--- src/rtl/guess_entry.sv ---
// Keypad entry assembler: builds a three-digit entry with backspace/clear/enter,
// issues one ready strobe per accepted entry and tracks answer/guess phase.
module guess_entry #(
    parameter bit          ALLOW_REPEAT = 1'b0,
    parameter int unsigned MAX_GUESS    = 10
) (
    input  logic       clk,
    input  logic       reset,
    input  logic       key_valid,
    input  logic [3:0] key_code,
    output logic [3:0] oNum1,
    output logic [3:0] oNum2,
    output logic [3:0] oNum3,
    output logic       oNumRdy,
    output logic [3:0] ent_d1,
    output logic [3:0] ent_d2,
    output logic [3:0] ent_d3,
    output logic [1:0] ent_cnt,
    output logic       answer_set,
    output logic [3:0] guess_cnt,
    output logic       err_pulse
);

    localparam int unsigned DW = 4;
    localparam logic [DW-1:0] KEY_BS    = 4'hA;
    localparam logic [DW-1:0] KEY_ENTER = 4'hB;
    localparam logic [DW-1:0] KEY_CLEAR = 4'hC;
    localparam logic [DW-1:0] EMPTY_POS = 4'hF;
    localparam logic [DW-1:0] GUESS_MAX = DW'(MAX_GUESS);

    typedef enum logic [2:0] {
        S_EMPTY,
        S_ONE,
        S_TWO,
        S_FULL,
        S_SEND
    } state_t;

    state_t        state_q, state_d;
    logic [DW-1:0] d1_d, d2_d, d3_d;
    logic [DW-1:0] num1_d, num2_d, num3_d;
    logic          rdy_d, err_d, ans_d;
    logic [DW-1:0] gc_d;
    logic [1:0]    cnt_d;
    logic          is_dup, max_hit;

    // State and all outputs are registered together.
    always_ff @(posedge clk or negedge reset) begin
        if (!reset) begin
            state_q    <= S_EMPTY;
            ent_d1     <= EMPTY_POS;
            ent_d2     <= EMPTY_POS;
            ent_d3     <= EMPTY_POS;
            ent_cnt    <= 2'd0;
            oNum1      <= '0;
            oNum2      <= '0;
            oNum3      <= '0;
            oNumRdy    <= 1'b0;
            answer_set <= 1'b0;
            guess_cnt  <= '0;
            err_pulse  <= 1'b0;
        end else begin
            state_q    <= state_d;
            ent_d1     <= d1_d;
            ent_d2     <= d2_d;
            ent_d3     <= d3_d;
            ent_cnt    <= cnt_d;
            oNum1      <= num1_d;
            oNum2      <= num2_d;
            oNum3      <= num3_d;
            oNumRdy    <= rdy_d;
            answer_set <= ans_d;
            guess_cnt  <= gc_d;
            err_pulse  <= err_d;
        end
    end

    // Unfilled positions hold 0xF, which never matches a digit, so all three can be compared.
    assign is_dup  = !ALLOW_REPEAT &&
                     ((key_code == ent_d1) || (key_code == ent_d2) || (key_code == ent_d3));
    assign max_hit = answer_set && (guess_cnt == GUESS_MAX);

    always_comb begin
        state_d = state_q;
        d1_d    = ent_d1;
        d2_d    = ent_d2;
        d3_d    = ent_d3;
        num1_d  = oNum1;
        num2_d  = oNum2;
        num3_d  = oNum3;
        rdy_d   = 1'b0;
        err_d   = 1'b0;
        ans_d   = answer_set;
        gc_d    = guess_cnt;

        if (state_q == S_SEND) begin
            // Keys arriving here are dropped without error.
            num1_d  = ent_d1;
            num2_d  = ent_d2;
            num3_d  = ent_d3;
            rdy_d   = 1'b1;
            if (!answer_set) begin
                ans_d = 1'b1;
            end else if (guess_cnt < GUESS_MAX) begin
                gc_d = DW'(guess_cnt + 4'd1);
            end
            d1_d    = EMPTY_POS;
            d2_d    = EMPTY_POS;
            d3_d    = EMPTY_POS;
            state_d = S_EMPTY;
        end else if (key_valid) begin
            if (key_code <= 4'd9) begin
                if (state_q == S_FULL || is_dup) begin
                    err_d = 1'b1;
                end else begin
                    case (state_q)
                        S_EMPTY: begin d1_d = key_code; state_d = S_ONE;  end
                        S_ONE:   begin d2_d = key_code; state_d = S_TWO;  end
                        default: begin d3_d = key_code; state_d = S_FULL; end
                    endcase
                end
            end else if (key_code == KEY_BS) begin
                case (state_q)
                    S_ONE:   begin d1_d = EMPTY_POS; state_d = S_EMPTY; end
                    S_TWO:   begin d2_d = EMPTY_POS; state_d = S_ONE;   end
                    S_FULL:  begin d3_d = EMPTY_POS; state_d = S_TWO;   end
                    default: err_d = 1'b1;
                endcase
            end else if (key_code == KEY_ENTER) begin
                if (state_q == S_FULL && !max_hit) begin
                    state_d = S_SEND;
                end else begin
                    err_d = 1'b1;
                end
            end else if (key_code == KEY_CLEAR) begin
                d1_d    = EMPTY_POS;
                d2_d    = EMPTY_POS;
                d3_d    = EMPTY_POS;
                state_d = S_EMPTY;
            end
        end

        case (state_d)
            S_EMPTY: cnt_d = 2'd0;
            S_ONE:   cnt_d = 2'd1;
            S_TWO:   cnt_d = 2'd2;
            default: cnt_d = 2'd3;
        endcase
    end

endmodule

--- config.mk ---
export PLATFORM = sky130hd
export DESIGN_NAME = guess_entry
export DESIGN_NICKNAME = d
export VERILOG_FILES = /design/src/rtl/guess_entry.sv
export SDC_FILE = /design/constraint.sdc
export NUM_CORES = 1
export LEC_CHECK = 0
export ABC_AREA = 1
export BUFFER_PORTS_ARGS = -buffer_cell sky130_fd_sc_hd__buf_2
export CORE_MARGIN = 3
export CORE_UTILIZATION = 35
export CTS_CLUSTER_SIZE = 10
export DETAILED_ROUTE_END_ITERATION = 10
export PLACE_DENSITY = 0.6
export SLEW_MARGIN = 20
export SYNTH_ARGS = -nofsm -noshare
export SYNTH_HDL_FRONTEND = slang
export SYNTH_SLANG_ARGS = --single-unit
--- constraint.sdc ---
create_clock -name clk -period 1.8 [get_ports clk]
set_input_delay 0.18 -clock clk [delete_from_list [all_inputs] [get_ports clk]]
set_output_delay 0.18 -clock clk [all_outputs]
set_load 0.005 [all_outputs]
==> impl_metrics.json, run 1 <==
{
  "status": "complete, no violations",
  "drtIter0Drc": 98,
  "grt_pass1_wl_um": 8060,
  "min_path_type": "in2reg",
  "pre_cts_slack_ps": 92.1,
  "routedWlPerCell_um": 12.6,
  "dp_hpwl_um": 3650,
  "max_cap_viol_count": 0,
  "crit_arrival_ps": 1830,
  "numCtsBuffers": 5,
  "worstRegToRegCells": 8,
  "finalHoldViolations": 0,
  "switching_share_pct": 38.9,
  "yosys.area.top_type": "dfrtp_1",
  "worst_slack_ps": 152,
  "seq_area_frac_synth_pct": 44.6,
  "gr-total-overflow": 0,
  "end_kind": "register",
  "drc": 0,
  "syn_nets": 280,
  "worstMarginPinSlew_ps": 775,
  "p_seq_share_pct": 45.4,
  "synth_seq_cells": 36,
  "crit_required_ps": 1980,
  "slew_violations": 0,
  "avgSynthCellArea_um2": 7.57,
  "die_w_um": 82.6,
  "multiInputGateArea_um2": 991,
  "register_area_um2": 916,
  "internal-power_uw": 2050,
  "power_density_mw_per_mm2": 1370,
  "fin_crit_ps": 1650,
  "ys_types": 26,
  "layout_commonest_cell": "nand2_1",
  "cpMaxStageDelayCell": "dfrtp_1",
  "fin_crit_sh_pct": 91.5,
  "drt-total-wl_um": 4860,
  "ys_top_cells_by_area": "dfrtp_1 29%, nand2_1 19%, dfstp_2 15%",
  "slew_headroom_pct": 48.4,
  "synth_top_area_share_pct": 29.3,
  "path_class": "reg2reg",
  "io_buffers": 39,
  "drt_pass1_iterations": 4,
  "pwr-share-comb_pct": 37.1,
  "viasPerCell": 4.75,
  "cts.sinks": 36,
  "area_growth_pct": 19.0,
  "post-cts-setup-buffers": 0,
  "clock-root-buffer": "clkbuf_8",
  "core_mm2": 0.00557,
  "path_common_cell": "nand2_1",
  "whs_path_depth": 5,
  "slowest_delay_ps": 520,
  "pin_count": 40,
  "skew_ps": 4.88,
  "max_freq_mhz": 607,
  "setup_viol": 0,
  "final_nets": 322,
  "grt_max_degree": 37,
  "final_cell_mix": "102 x nand2_1, 39 x buf_2, 33 x inv_1",
  "clk_latency_ps": 290,
  "utilization_pct": 43.8,
  "pwr-share-clk_pct": 17.5,
  "rows": 27,
  "p_leak_uw": 0.00132,
  "fillers": 593,
  "grt_antenna_before_repair": 0,
  "clk_pin_slew_ps": 70,
  "initial_core_util_pct": 36.8,
  "die_area_mm2": 0.00682,
  "hold_slack_ps": 343,
  "drive_above_1_share_pct": 26.1,
  "vias": 1835,
  "netlist_area_mm2": 0.00205,
  "p_sw_uw": 1310,
  "max-vdd-ir-drop_mv": 0.458,
  "h-tree-depth": 2,
  "crit_chain": "nor3_2 > nand2_1 > nand2_1 > nand3_1 > a21oi_1 > nand2_1 > nand2_1 > nand2_1",
  "worstPathMaxFanout": 10,
  "cts_tree": "done",
  "clock_path_buffers": 2,
  "worstSetupStartpointType": "register",
  "die_height_um": 82.6,
  "p_total_uw": 3360,
  "netlist_instances": 271,
  "setup_tns_ps": 0,
  "gp_congestion": 0.904,
  "ant_nets": 0,
  "antenna_cells": 0,
  "first_global_vias": 1724,
  "grt_use_total_pct": 15.9,
  "synth_warnings": 0
}
## routing by layer
layer	wire, µm	global-route usage, %	vias up
li1	-	-	947
met1	2340	20.9	835
met2	2190	24.8	46
met3	241	3.58	7
met4	90	7.52	0
met5	0	0	-
## state kept, by name, indices dropped and copies added (netlist names), 2 cells and up
register   count
ent_d1         4
oNum3          4
ent_d3         4
oNum1          4
guess_cnt      4
state_q        3
ent_d2         4
ent_cnt        2
oNum2          4
## metrics by stage
step                      instance area [µm²]  instances
after floorplan                          2050        271
after global placement                   2300        376
after detailed placement                 2300        376
after CTS                                2400        385
after global routing                     2440        386
final                                    2440        386
## power groups by stage
stage / sequential [µW] / combinational [µW] / clock [µW]
3_5_place_dp: 1530 / 1200 / 0
2_1_floorplan: 1480 / 763 / 0
5_1_grt: 1580 / 1450 / 648
6_report: 1530 / 1250 / 587
4_1_cts: 1520 / 1210 / 609
3_3_place_gp: 1530 / 1190 / 0
## logic make-up (layout without fill, tap and decap cells)
family	after synthesis	in the layout	synth area share, %
simple gates	165	166	38.0
flops	36	36	44.6
buf+inv	44	86	9.15
compound gates	19	19	4.88
fa+ha+maj	2	2	1.22
xor+xnor	5	5	2.13
## synth_stat cells
master,instances
nand3_1,5
nor3_4,1
xor2_1,5
nand2_4,3
buf_2,3
nor2_1,19
dfrtp_1,24
nand4_2,2
a31oi_1,1
nand2_2,2
nor3_1,6
nand3_2,4
a21oi_1,5
nand4_1,17
nand2_1,102
ha_1,2
a21oi_2,1
buf_6,2
nor3_2,3
nor2_2,1
o21ai_0,12
dfstp_2,12
inv_2,3
inv_1,33
clkbuf_1,2
buf_4,1
## worst max-delay path, delay by kind of cell, from the launching register on
kind | cells | cell delay [ps]
AOI/OAI and AO/OA | 1 | 160
DFF | 1 | 520
and+or+nand+nor | 7 | 850
## final timing paths
kind / slack (ps) / start / end
max: 150 / state_q[2] / ent_cnt[0]
max reg2reg: 150 / state_q[2] / ent_cnt[0]
max in group asynchronous: 810 / reset / ent_cnt[1]
min reg2reg: 470 / oNum3[2] / oNum3[2]
min: 340 / key_valid / err_pulse
min in group asynchronous: 500 / reset / oNum2[2]
## repair_timing
item,4_1_cts,5_1_grt
hold buffers,1,0
endpoints found under the setup margin,0,15
gates resized for setup,0,6
endpoints found under the hold margin,24,0
## area by class of cell
cell class	instances	share of cell area (%)
multi-input cells	192	40.6
flip-flops and latches	36	37.5
repair buffers	42	9.02
inverters	36	5.53
clock buffers	8	3.69
well taps	72	3.69
Power figures use the tool's default switching activity.
==> inputs of run 2 (changes only) <==
CELL_PAD_IN_SITES_DETAIL_PLACEMENT = 1   (was not set)
CELL_PAD_IN_SITES_GLOBAL_PLACEMENT = 2   (was not set)
CORE_UTILIZATION = 31   (was 35)
CTS_BUF_LIST = sky130_fd_sc_hd__clkbuf_8 sky130_fd_sc_hd__clkbuf_16   (was not set)
PLACE_DENSITY = 0.84   (was 0.6)
==> run 2 against run 1 <==
  * Critical path depth rose by 2
  * Sequential share of layout area fell by 0.59 points
  * Die area rose by 12%
  * First-iteration DRC count fell by 47%
  * Combinational power barely moved
  * Largest cell class unchanged
  * Power rose by 1.4%
  * Clock skew fell by 0.66 ps
  * Worst hold slack got worse by 6.4 ps
  * Sequential power barely moved
  * Sequential cell count did not move
  * Wire length rose by 15%
  * Clock power rose by 6.6%
==> impl_metrics.json, run 2 (synthesis gave the netlist of run 1 again) <==
{
  "rsz0062_at_grt": "true",
  "crit_arrival_ps": 1880,
  "layout.cells.non_filler": 394,
  "utilization_pct": 38.9,
  "drtIter0Drc": 52,
  "min_path_type": "in2reg",
  "grt_pass1_wl_um": 9290,
  "rows": 29,
  "clk_pin_slew_ps": 70,
  "worstSetupStartpointType": "register",
  "slew_headroom_pct": 68.1,
  "cts.sinks": 36,
  "final_nets": 326,
  "p_leak_uw": 0.00134,
  "ant_nets": 0,
  "path_class": "reg2reg",
  "viasPerCell": 4.73,
  "grt_max_degree": 20,
  "dp_hpwl_um": 4450,
  "setup_viol": 0,
  "layout_commonest_cell": "nand2_1",
  "fin_crit_ps": 1650,
  "drt-total-wl_um": 5610,
  "place_inst": 386,
  "slew_violations": 0,
  "clk_latency_ps": 290,
  "crit_chain": "inv_1 > nand2_1 > nand2_1 > nor2_1 > nand2_1 > nand4_2 > nand2_4 > nand3_2 > nand2_1 > nand2_1",
  "clock-root-buffer": "clkbuf_8",
  "crit_required_ps": 2030,
  "max_cap_viol_count": 0,
  "status": "complete, no violations",
  "max_freq_mhz": 605,
  "worstPathMaxFanout": 15,
  "vias": 1864,
  "grt_antenna_before_repair": 0,
  "finalHoldViolations": 0,
  "first_global_vias": 1897,
  "final_cell_area_mm2": 0.00248,
  "drive_above_1_share_pct": 27.4,
  "setup_tns_ps": 0,
  "final_cell_mix": "102 x nand2_1, 39 x buf_2, 33 x inv_1",
  "path_common_cell": "nand2_1",
  "io_buffers": 39,
  "fin_crit_sh_pct": 91.8,
  "die_area_mm2": 0.00763,
  "die_height_um": 87.4,
  "routedWlPerCell_um": 14.2,
  "cts_tree": "done",
  "area_growth_pct": 20.9,
  "max-vdd-ir-drop_mv": 0.559,
  "drt_pass1_iterations": 4,
  "worstMarginPinSlew_ps": 478,
  "clock_path_buffers": 2,
  "numCtsBuffers": 5,
  "h-tree-depth": 2,
  "drc": 0,
  "cpMaxStageDelayCell": "dfstp_2",
  "post-cts-setup-buffers": 0,
  "power_density_mw_per_mm2": 1370,
  "place_area_mm2": 0.00236,
  "antenna_cells": 0,
  "gr-total-overflow": 0,
  "grt_use_total_pct": 15.8,
  "initial_core_util_pct": 32.1,
  "skew_ps": 4.22,
  "gp_congestion": 0.814,
  "pin_count": 40,
  "slowest_delay_ps": 580,
  "core_mm2": 0.00639,
  "die_w_um": 87.4,
  "end_kind": "register"
}
## run 2: final timing paths
| kind | startpoint | end | slack, ps | cells after the start |
|---|---|---|---|---|
| worst min register to register | oNum3[0] | oNum3[0] | 470 | 2 |
| worst min-delay path | key_valid | state_q[2] | 340 | 5 |
| worst max-delay path | ent_d1[1] | ent_d2[0] | 150 | 10 |
| worst max register to register | ent_d1[1] | ent_d2[0] | 150 | 10 |
| min in group asynchronous | reset | guess_cnt[0] | 380 | 2 |
| max in group asynchronous | reset | ent_d3[3] | 880 | 3 |
## run 2: metal layers
layer | part of all wire, % | GRT usage [%]
met4 | 1.3 | 5.02
met3 | 3.5 | 2.74
met2 | 47 | 26.4
met1 | 48 | 20.6
met5 | 0 | 0
## run 2: repair_timing
item | CTS | global route
hold endpoints to repair | 10 | 0
gates resized for setup | 0 | 3
hold buffers | 1 | 0
setup endpoints to repair | 0 | 17
## run 2: metrics by stage
step | worst slack (ps) | hold WS (ps) | total power (µW)
floorplan | 339 | -116 | 2240
global placement | 24.0 | 165 | 2790
detailed placement | 83.3 | 174 | 2810
CTS | 45.2 | 330 | 3460
global route | -32.6 | 375 | 3730
finish | 148 | 336 | 3400
## run 2: layout make-up
type,count,area [µm²]
Fill cell,817,3910
Multi-Input combinational cell,191,967
Sequential cell,36,916
Timing Repair Buffer,47,270
Inverter,36,135
Clock buffer,7,96.3
Tap cell,77,96.3
## run 2: worst max-delay path: cells and delay by family (launching register included)
kind / cells / cell delay (ps)
buffers and inverters: 1 / 70
AND/OR/NAND/NOR: 9 / 940
flip-flops: 1 / 580
## run 2: power breakdown
group / leakage, µW / switching (µW) / total (µW) / internal [µW]
registers: 0.000427 / 296 / 1510 / 1210
clock network: 0.0000503 / 285 / 626 / 341
logic: 0.000862 / 739 / 1270 / 531
==> inputs of run 3 (changes only) <==
PLACE_DENSITY = 0.8   (was 0.84)
==> run 3 against run 2 <==
  * Final cell count rose by 0.76%
  * Worst hold slack improved by 7.1 ps
  * Clock-buffer cell count stayed put
  * Via count increased by 2.0%
  * First-iteration DRC count is 77% higher
  * Non-clock buffer count is 1 higher
  * Sequential power about the same
  * Sequential cell count unchanged
  * Combinational power grew 6%
==> impl_metrics.json, run 3 (synthesis gave the netlist of run 1 again) <==
{
  "critPathBufInv": 1,
  "worstHoldStart": "key_valid",
  "drive_above_1_share_pct": 29.1,
  "grt_use_total_pct": 16.0,
  "gr-total-overflow": 0,
  "clock_path_buffers": 2,
  "gp_congestion": 0.828,
  "skew_ps": 3.91,
  "post-cts-setup-buffers": 0,
  "path_class": "reg2reg",
  "highest_layer": "met4",
  "slowest_delay_ps": 460,
  "power_density_mw_per_mm2": 1410,
  "drtIter0Drc": 92,
  "dr_wl_met2_um": 2490,
  "die_w_um": 87.4,
  "place_area_mm2": 0.00235,
  "holdPathEnd": "state_q[2]",
  "drt-total-wl_um": 5740,
  "setup_viol": 0,
  "area_growth_pct": 21.5,
  "worstPathMaxFanout": 7,
  "r2r_start": "state_q[1]",
  "routed-wl-met3_um": 200,
  "cts_tree": "done",
  "slew_headroom_pct": 51.3,
  "crit_family": "simple AND/OR/NAND/NOR gates",
  "multiInputGateArea_um2": 978,
  "rsz0062_at_grt": "false",
  "pin_count": 40,
  "final_cell_mix": "100 x nand2_1, 39 x buf_2, 34 x inv_1",
  "io_buffers": 39,
  "clk_pin_slew_ps": 70,
  "finalHoldViolations": 0,
  "clock-root-buffer": "clkbuf_8",
  "layout_commonest_cell": "nand2_1",
  "die_area_mm2": 0.00763,
  "antenna_cells": 0,
  "cts.sinks": 36,
  "whs_path_depth": 5,
  "setup_tns_ps": 0,
  "viasPerCell": 4.79,
  "grt_pass1_wl_um": 9530,
  "final_nets": 328,
  "fillers": 831,
  "dp_hpwl_um": 4420,
  "first_global_vias": 1840,
  "worstMarginPinSlew_ps": 731,
  "hold_slack_ps": 343,
  "initial_core_util_pct": 32.1,
  "die_height_um": 87.4,
  "h-tree-depth": 2,
  "max_freq_mhz": 611,
  "grt_antenna_before_repair": 0,
  "cpMaxStageDelayCell": "dfrtp_2",
  "status": "complete, no violations",
  "worstSetupStartpointType": "register",
  "path_common_cell": "nand2_1",
  "fin_crit_ps": 1640,
  "rows": 29,
  "clk_latency_ps": 290,
  "p_leak_uw": 0.00135,
  "grt_max_degree": 33,
  "drt_pass1_iterations": 4,
  "max-vdd-ir-drop_mv": 0.527,
  "r2r_setup_slack_ps": 160,
  "crit_chain": "nor2_2 > nand2_2 > inv_2 > a21oi_2 > nor3_2 > nand3_2 > nand2_1 > nand2_1",
  "fin_crit_sh_pct": 90.9,
  "register_area_um2": 918,
  "wl_met1_um": 2990,
  "ant_nets": 0,
  "worstRegToRegCells": 8,
  "drc": 0,
  "slew_violations": 0,
  "end_kind": "register",
  "crit_arrival_ps": 1860,
  "routedWlPerCell_um": 14.5,
  "core_mm2": 0.00639,
  "utilization_pct": 39.0,
  "crit_required_ps": 2020,
  "max_cap_viol_count": 0,
  "final_cell_area_mm2": 0.00249,
  "numCtsBuffers": 5,
  "r2r-end": "ent_d3[2]",
  "min_path_type": "in2reg",
  "vias": 1902
}
-- run 3: through the flow --
stage,std cells,power [µW],worst slack [ps]
global placement,387,2800,10.6
global route,397,3830,5.79
detailed placement,387,2830,8.30
CTS,396,3490,17.5
finish,397,3510,165
floorplan,271,2240,339
-- run 3: routing by layer --
layer	global-route usage, %	up-vias
li1	-	955
met1	23.8	911
met2	23.7	30
met3	2.84	6
met4	4.18	0
met5	0	-
-- run 3: power breakdown --
group | switching, µW | internal (µW) | leakage, µW
registers | 309 | 1210 | 0.000425
clock network | 298 | 344 | 0.0000557
logic | 788 | 560 | 0.000866
total | 1400 | 2120 | 0.00135
-- run 3: layout make-up --
type,instances,share of cell area [%]
clock buffers,7,3.86
repair buffers,48,10.6
multi-input cells,192,39.2
flip-flops and latches,36,36.8
inverters,36,5.42
well taps,77,3.86
clock inverters,1,0.151
-- run 3: worst max path at each step --
stage	depth (start not counted)	end	from	slack, ps
after floorplan	9	ent_d2[3]	state_q[1]	340
after global placement	9	ent_cnt[0]	state_q[0]	10
after detailed placement	8	ent_cnt[1]	state_q[2]	8
after CTS	8	ent_cnt[1]	state_q[2]	20
after global routing	8	ent_d1[3]	ent_d3[3]	6
final	8	ent_d3[2]	state_q[1]	160
-- run 3: worst reg2reg max path: stages (launching register included) --
cell     delay [ps]
dfrtp_2         460
nor2_2          130
nand2_2         150
inv_2           100
a21oi_2          70
nor3_2          360
nand3_2         160
nand2_1          90
nand2_1          50
-- run 3: repair_timing --
action,CTS,global route
endpoints found under the hold margin,24,0
gates resized for setup,0,7
hold buffers,1,0
setup endpoints to repair,0,17
